$ cat src/rtl/compress_exp_detect.sv
// Per-packet block-exponent detector: ORs one's-complement magnitudes over a packet and
// reports the largest safe left shift 3 cycles after eop. Optional macro COMPRESS_EXP_GUARD_EN.
module compress_exp_detect #(
  parameter int unsigned IW        = 40,
  parameter int unsigned PKT_LEN   = 1584,
  parameter int unsigned MAX_SHIFT = 24
) (
  input  logic          clk,
  input  logic          rst,
  input  logic          i_sop,
  input  logic          i_eop,
  input  logic          i_vld,
  input  logic [IW-1:0] i_din_re,
  input  logic [IW-1:0] i_din_im,
  output logic [5:0]    o_shift_num,
  output logic          o_shift_vld,
  output logic          o_len_err
);

  localparam int unsigned MW  = IW - 1;
  localparam int unsigned CW  = $clog2(PKT_LEN + 1) + 1;
  localparam int unsigned LZW = 6;

  typedef enum logic {IDLE, ACC} state_t;

  state_t          state_q, state_d;
  logic [MW-1:0]   m_re_c, m_im_c, m_c;
  logic [MW-1:0]   acc_q, acc_d;
  logic [CW-1:0]   cnt_q, cnt_d;
  logic            launch_c;

  logic            s1_vld_q;
  logic [MW-1:0]   s1_acc_q;
  logic [CW-1:0]   s1_cnt_q;
  logic [LZW-1:0]  lz_c;
  logic            s2_vld_q;
  logic [LZW-1:0]  s2_lz_q;
  logic            s2_err_q;
  logic [LZW-1:0]  adj_c, shift_c;
  logic [5:0]      shift_num_q;
  logic            shift_vld_q, len_err_q;

  // Sign bit is dropped: the one's-complement magnitude never sets it.
  assign m_re_c = i_din_re[MW-1:0] ^ {MW{i_din_re[IW-1]}};
  assign m_im_c = i_din_im[MW-1:0] ^ {MW{i_din_im[IW-1]}};
  assign m_c    = m_re_c | m_im_c;

  always_ff @(posedge clk) begin
    if (rst) state_q <= IDLE;
    else     state_q <= state_d;
  end

  always_comb begin
    state_d = state_q;
    case (state_q)
      IDLE:    if (i_vld && i_sop && !i_eop) state_d = ACC;
      ACC:     if (i_vld && i_eop)           state_d = IDLE;
      default: state_d = IDLE;
    endcase
  end

  // Accumulator update; an sop always restarts, discarding any partial packet.
  always_comb begin
    acc_d    = acc_q;
    cnt_d    = cnt_q;
    launch_c = 1'b0;
    if (i_vld) begin
      if (i_sop) begin
        acc_d    = m_c;
        cnt_d    = CW'(1);
        launch_c = i_eop;
      end else if (state_q == ACC) begin
        acc_d    = acc_q | m_c;
        cnt_d    = (cnt_q == '1) ? cnt_q : cnt_q + CW'(1);
        launch_c = i_eop;
      end
    end
  end

  always_comb begin
    lz_c = LZW'(MW);
    for (int unsigned i = 0; i < MW; i++) begin
      if (s1_acc_q[i]) lz_c = LZW'(MW - 1 - i);
    end
  end

  always_comb begin
`ifdef COMPRESS_EXP_GUARD_EN
    adj_c = (s2_lz_q == '0) ? '0 : s2_lz_q - LZW'(1);
`else
    adj_c = s2_lz_q;
`endif
    shift_c = (adj_c > LZW'(MAX_SHIFT)) ? LZW'(MAX_SHIFT) : adj_c;
  end

  // Finalize pipeline runs independently of accumulation; reset cancels it.
  always_ff @(posedge clk) begin
    if (rst) begin
      acc_q       <= '0;
      cnt_q       <= '0;
      s1_vld_q    <= 1'b0;
      s1_acc_q    <= '0;
      s1_cnt_q    <= '0;
      s2_vld_q    <= 1'b0;
      s2_lz_q     <= '0;
      s2_err_q    <= 1'b0;
      shift_num_q <= '0;
      shift_vld_q <= 1'b0;
      len_err_q   <= 1'b0;
    end else begin
      acc_q    <= acc_d;
      cnt_q    <= cnt_d;
      s1_vld_q <= launch_c;
      if (launch_c) begin
        s1_acc_q <= acc_d;
        s1_cnt_q <= cnt_d;
      end
      s2_vld_q <= s1_vld_q;
      if (s1_vld_q) begin
        s2_lz_q  <= lz_c;
        s2_err_q <= (s1_cnt_q != CW'(PKT_LEN));
      end
      shift_vld_q <= s2_vld_q;
      len_err_q   <= s2_vld_q & s2_err_q;
      if (s2_vld_q) shift_num_q <= 6'(shift_c);
    end
  end

  assign o_shift_num = shift_num_q;
  assign o_shift_vld = shift_vld_q;
  assign o_len_err   = len_err_q;

endmodule

$ cat config.mk
export PLATFORM = sky130hd
export DESIGN_NAME = compress_exp_detect
export DESIGN_NICKNAME = d
export VERILOG_FILES = /design/src/rtl/compress_exp_detect.sv
export SDC_FILE = /design/constraint.sdc
export NUM_CORES = 1
export LEC_CHECK = 0
export CELL_PAD_IN_SITES_DETAIL_PLACEMENT = 0
export CELL_PAD_IN_SITES_GLOBAL_PLACEMENT = 2
export CORE_MARGIN = 8
export CORE_UTILIZATION = 40
export CTS_CLUSTER_SIZE = 30
export DETAILED_ROUTE_END_ITERATION = 10
export DONT_BUFFER_PORTS = 1
export HOLD_SLACK_MARGIN = 0.15
export PLACE_DENSITY = 0.86
export SLEW_MARGIN = 5
export SYNTH_ARGS = -nofsm -noshare
export SYNTH_HDL_FRONTEND = slang
export SYNTH_SLANG_ARGS = --single-unit
export TNS_END_PERCENT = 30
$ cat constraint.sdc
create_clock -name clk -period 3.6 [get_ports clk]
set_input_delay 0.54 -clock clk [delete_from_list [all_inputs] [get_ports clk]]
set_output_delay 0.54 -clock clk [all_outputs]
set_load 0.02 [all_outputs]
==> metrics.md <==
| Metric | Value |
|---|---|
| Outcome | completed |
| Most frequent cells in the layout | dfxtp_1, a21oi_1, xnor2_1 |
| Critical path launch point type | flip-flop |
| Main area contributors after synthesis | dfxtp_1, xnor2_1, a21oi_1 |
| PD cells | 556 mW/mm^2 |
| CTS sink count | 120 |
| Die area | 0.0183 mm^2 |
| Setup tns final | 0 ns |
| Pin count of the biggest net entering global routing | 68 |
| Cells after Synth | 683 |
| Avg Vias per Cell | 5.32 |
| Number of vias after detailed routing | 4534 |
| Cell variety after synth | 53 |
| Resized cells post-CTS | 0 |
| Yosys top cell area share | 42.3% |
| Wire length on met3 | 587 um |
| Final min period | 2.43 ns |
| Router iterations before antenna repair | 5 |
| Crit path capture type | flip-flop |
| Drc violations | 0 |
| CTS tree | done |
| RSZ-0062 raised after global routing | no |
| Vias in the first global route | 4465 |
| Area leader, netlist | dfxtp_1 |
| Max clock buf depth | 2 |
| Post-layout nets | 746 |
| Endpoints failing hold | 0 |
| PortBufs | 0 |
| Max Used Layer | met4 |
| Final setup viols | 0 |
| Tightest Pin Transition | 0.923 ns |
| Reg-to-Reg Start | state_q$_SDFF_PP0_ |
| Root buf cell | clkbuf_16 |
| Static Leakage | 2.28 nW |
| Max Clock Freq | 0.411 GHz |
| DRT iter0 DRCs | 260 |
| Reg-to-reg slack, setup | 1.17 ns |
| Antenna violations before repair | 0 |
| Path depth of the worst reg2reg path | 5 |
| Relative slew slack | 38.2% |
| CP required | 3.94 ns |
| Seq cells post-synth | 120 |
| WL final | 13100 um |
| Tcrit/Tclk final | 67.6% |
| Post-synthesis area per instance | 8.31 um^2 |
| Met2 wire length | 5880 um |
| Clock Skews | 0.00589 ns |
| Mapped Area | 0.00568 mm^2 |
| Crit path max fanout | 36 |
| Syn Nets | 769 |
| Die width | 135 um |
| Core area | 0.0139 mm^2 |
| Crit path from | state_q$_SDFF_PP0_ |
| Total I/O pin count | 93 |
| Post-CTS setup buffers | 0 |
| Overall power | 3.52 mW |
| Clk Latency, worst-skew pair | 0.41 ns |
| Post-synth EDFFs | 0 |
| Global-route wire length before repair | 21900 um |
| N_diodes | 0 |
| # rows | 43 |
| Metal-1 WL | 6530 um |
| CP endpoint | s1_acc_q[32]$_SDFFE_PP0P_ |
| Post-synth ARST share | 0% |
| CP arrival | 2.77 ns |
| GRT Overall Usage | 14.9% |
| Global route overflow | 0 |
| Non-Filler Instances | 853 |
| Worst VDD drop | 0.386 mV |
| Most common cell after layout, fill and taps aside | dfxtp_1 |
| Seq/Total Area, Yosys | 42.3% |
| Main synth FF type | dfxtp_1 |
| Initial Util | 40.9% |
| Number of max-cap violations | 0 |
| H-tree lvl count | 4 |
| Synth-to-Final Area Change | 11.5% |
| Slew Limit Fails | 0 |
| HPWL Detailed | 9240 um |
| CTS clk-pin slew, worst paths | 0.05 ns |
| Antenna-violating nets left | 0 |
| Share of cells above drive strength 1 | 6.54% |
| # hold bufs at CTS | 0 |
| CP Class | reg -> reg |
| RR Endpoint | s1_acc_q[32]$_SDFFE_PP0P_ |
| Num CTS Buffers | 17 |
| Post-DR wirelength/cell | 15.4 um |
| Synth warn | 0 |
| Die Ht | 135 um |
| Hold Path Class | in -> reg |
| Final RePlAce weighted congestion | 0.770 |
| Dpl cells | 821 |
## area by class of cell
class	instances	area [um^2]
Clock inverter	9	123
Tap cell	180	225
Inverter	10	37.5
Sequential cell	120	2400
Timing Repair Buffer	4	30.0
Multi-Input combinational cell	507	3040
Fill cell	1350	7550
Clock buffer	23	468
## sequential cells by signal, indices dropped and copies added, names as in the netlist
signal and count:
s1_vld_q 1, acc_q 39, o_shift_num 6, o_shift_vld 1
adj_c 6, s2_err_q 1, s1_cnt_q 12, state_q 1
o_len_err 1, cnt_q 12, s1_acc_q 39, s2_vld_q 1
## synth_stat cells, types with 2 or more instances
master / count
a32o_1: 3
dfxtp_1: 120
xor2_1: 5
a211oi_1: 17
nand2b_1: 4
nor2_1: 76
nand3_1: 7
buf_2: 14
nand4_1: 6
nor2b_1: 6
nor4_1: 7
and4_1: 3
o21a_1: 3
and2_1: 4
nand2_1: 65
xnor2_1: 80
o21ai_0: 53
a22oi_1: 40
nor3_1: 12
and3_1: 3
clkinv_1: 2
a31oi_1: 4
or4_1: 2
o22ai_1: 2
inv_1: 8
buf_1: 4
a21oi_1: 81
clkbuf_1: 26
nor3b_1: 2
## how the worst min path moves through the flow
| stage | startpoint | endpoint | cells after the start |
|---|---|---|---|
| final | rst | adj_c[5]$_SDFFE_PP0P_ | 1 |
| after detailed placement | s1_cnt_q[6]$_SDFFE_PP0P_ | s1_cnt_q[6]$_SDFFE_PP0P_ | 2 |
| after floorplan | s1_cnt_q[11]$_SDFFE_PP0P_ | s1_cnt_q[11]$_SDFFE_PP0P_ | 2 |
| after global placement | s1_cnt_q[10]$_SDFFE_PP0P_ | s1_cnt_q[10]$_SDFFE_PP0P_ | 2 |
| after CTS | rst | adj_c[5]$_SDFFE_PP0P_ | 1 |
| after global routing | rst | adj_c[5]$_SDFFE_PP0P_ | 1 |
## critical path: stages, from the launching register on
cell	delay, ns
dfxtp_1	0.38
o21a_1	0.65
and2_2	0.63
buf_4	0.40
o21ai_0	0.14
a21oi_1	0.15
## metal layers
metal / up-vias / global-route usage (%)
li1: 2357 / -
met3: 13 / 3.57
met4: 0 / 8.39
met5: - / 0
met2: 91 / 22.5
met1: 2073 / 19.2
## kinds of logic after synthesis
family / share of synthesized area, %
compound gates: 22.4
xor+xnor: 13.1
fa+ha+maj: 0.220
buf+inv: 4.17
flops: 42.3
mux: 0.375
simple gates: 17.4
## per-stage QoR
stage	setup WS [ns]	util (%)	cell area [um^2]	hold WS, ns
after floorplan	1.92	-	5680	0.417
after global placement	1.10	41.3	5740	0.427
after detailed placement	0.960	41.3	5740	0.438
after CTS	1.08	45.6	6330	0.160
after global routing	0.900	45.6	6330	0.174
final	1.17	45.6	6330	0.184
## power by group
group / switching, mW / total (mW) / leakage, nW / internal (mW)
registers: 0.0524 / 1.45 / 0.981 / 1.40
clock network: 0.577 / 1.69 / 0.291 / 1.12
logic: 0.197 / 0.374 / 1.00 / 0.177
No activity file was read; power rests on OpenSTA's default activity.
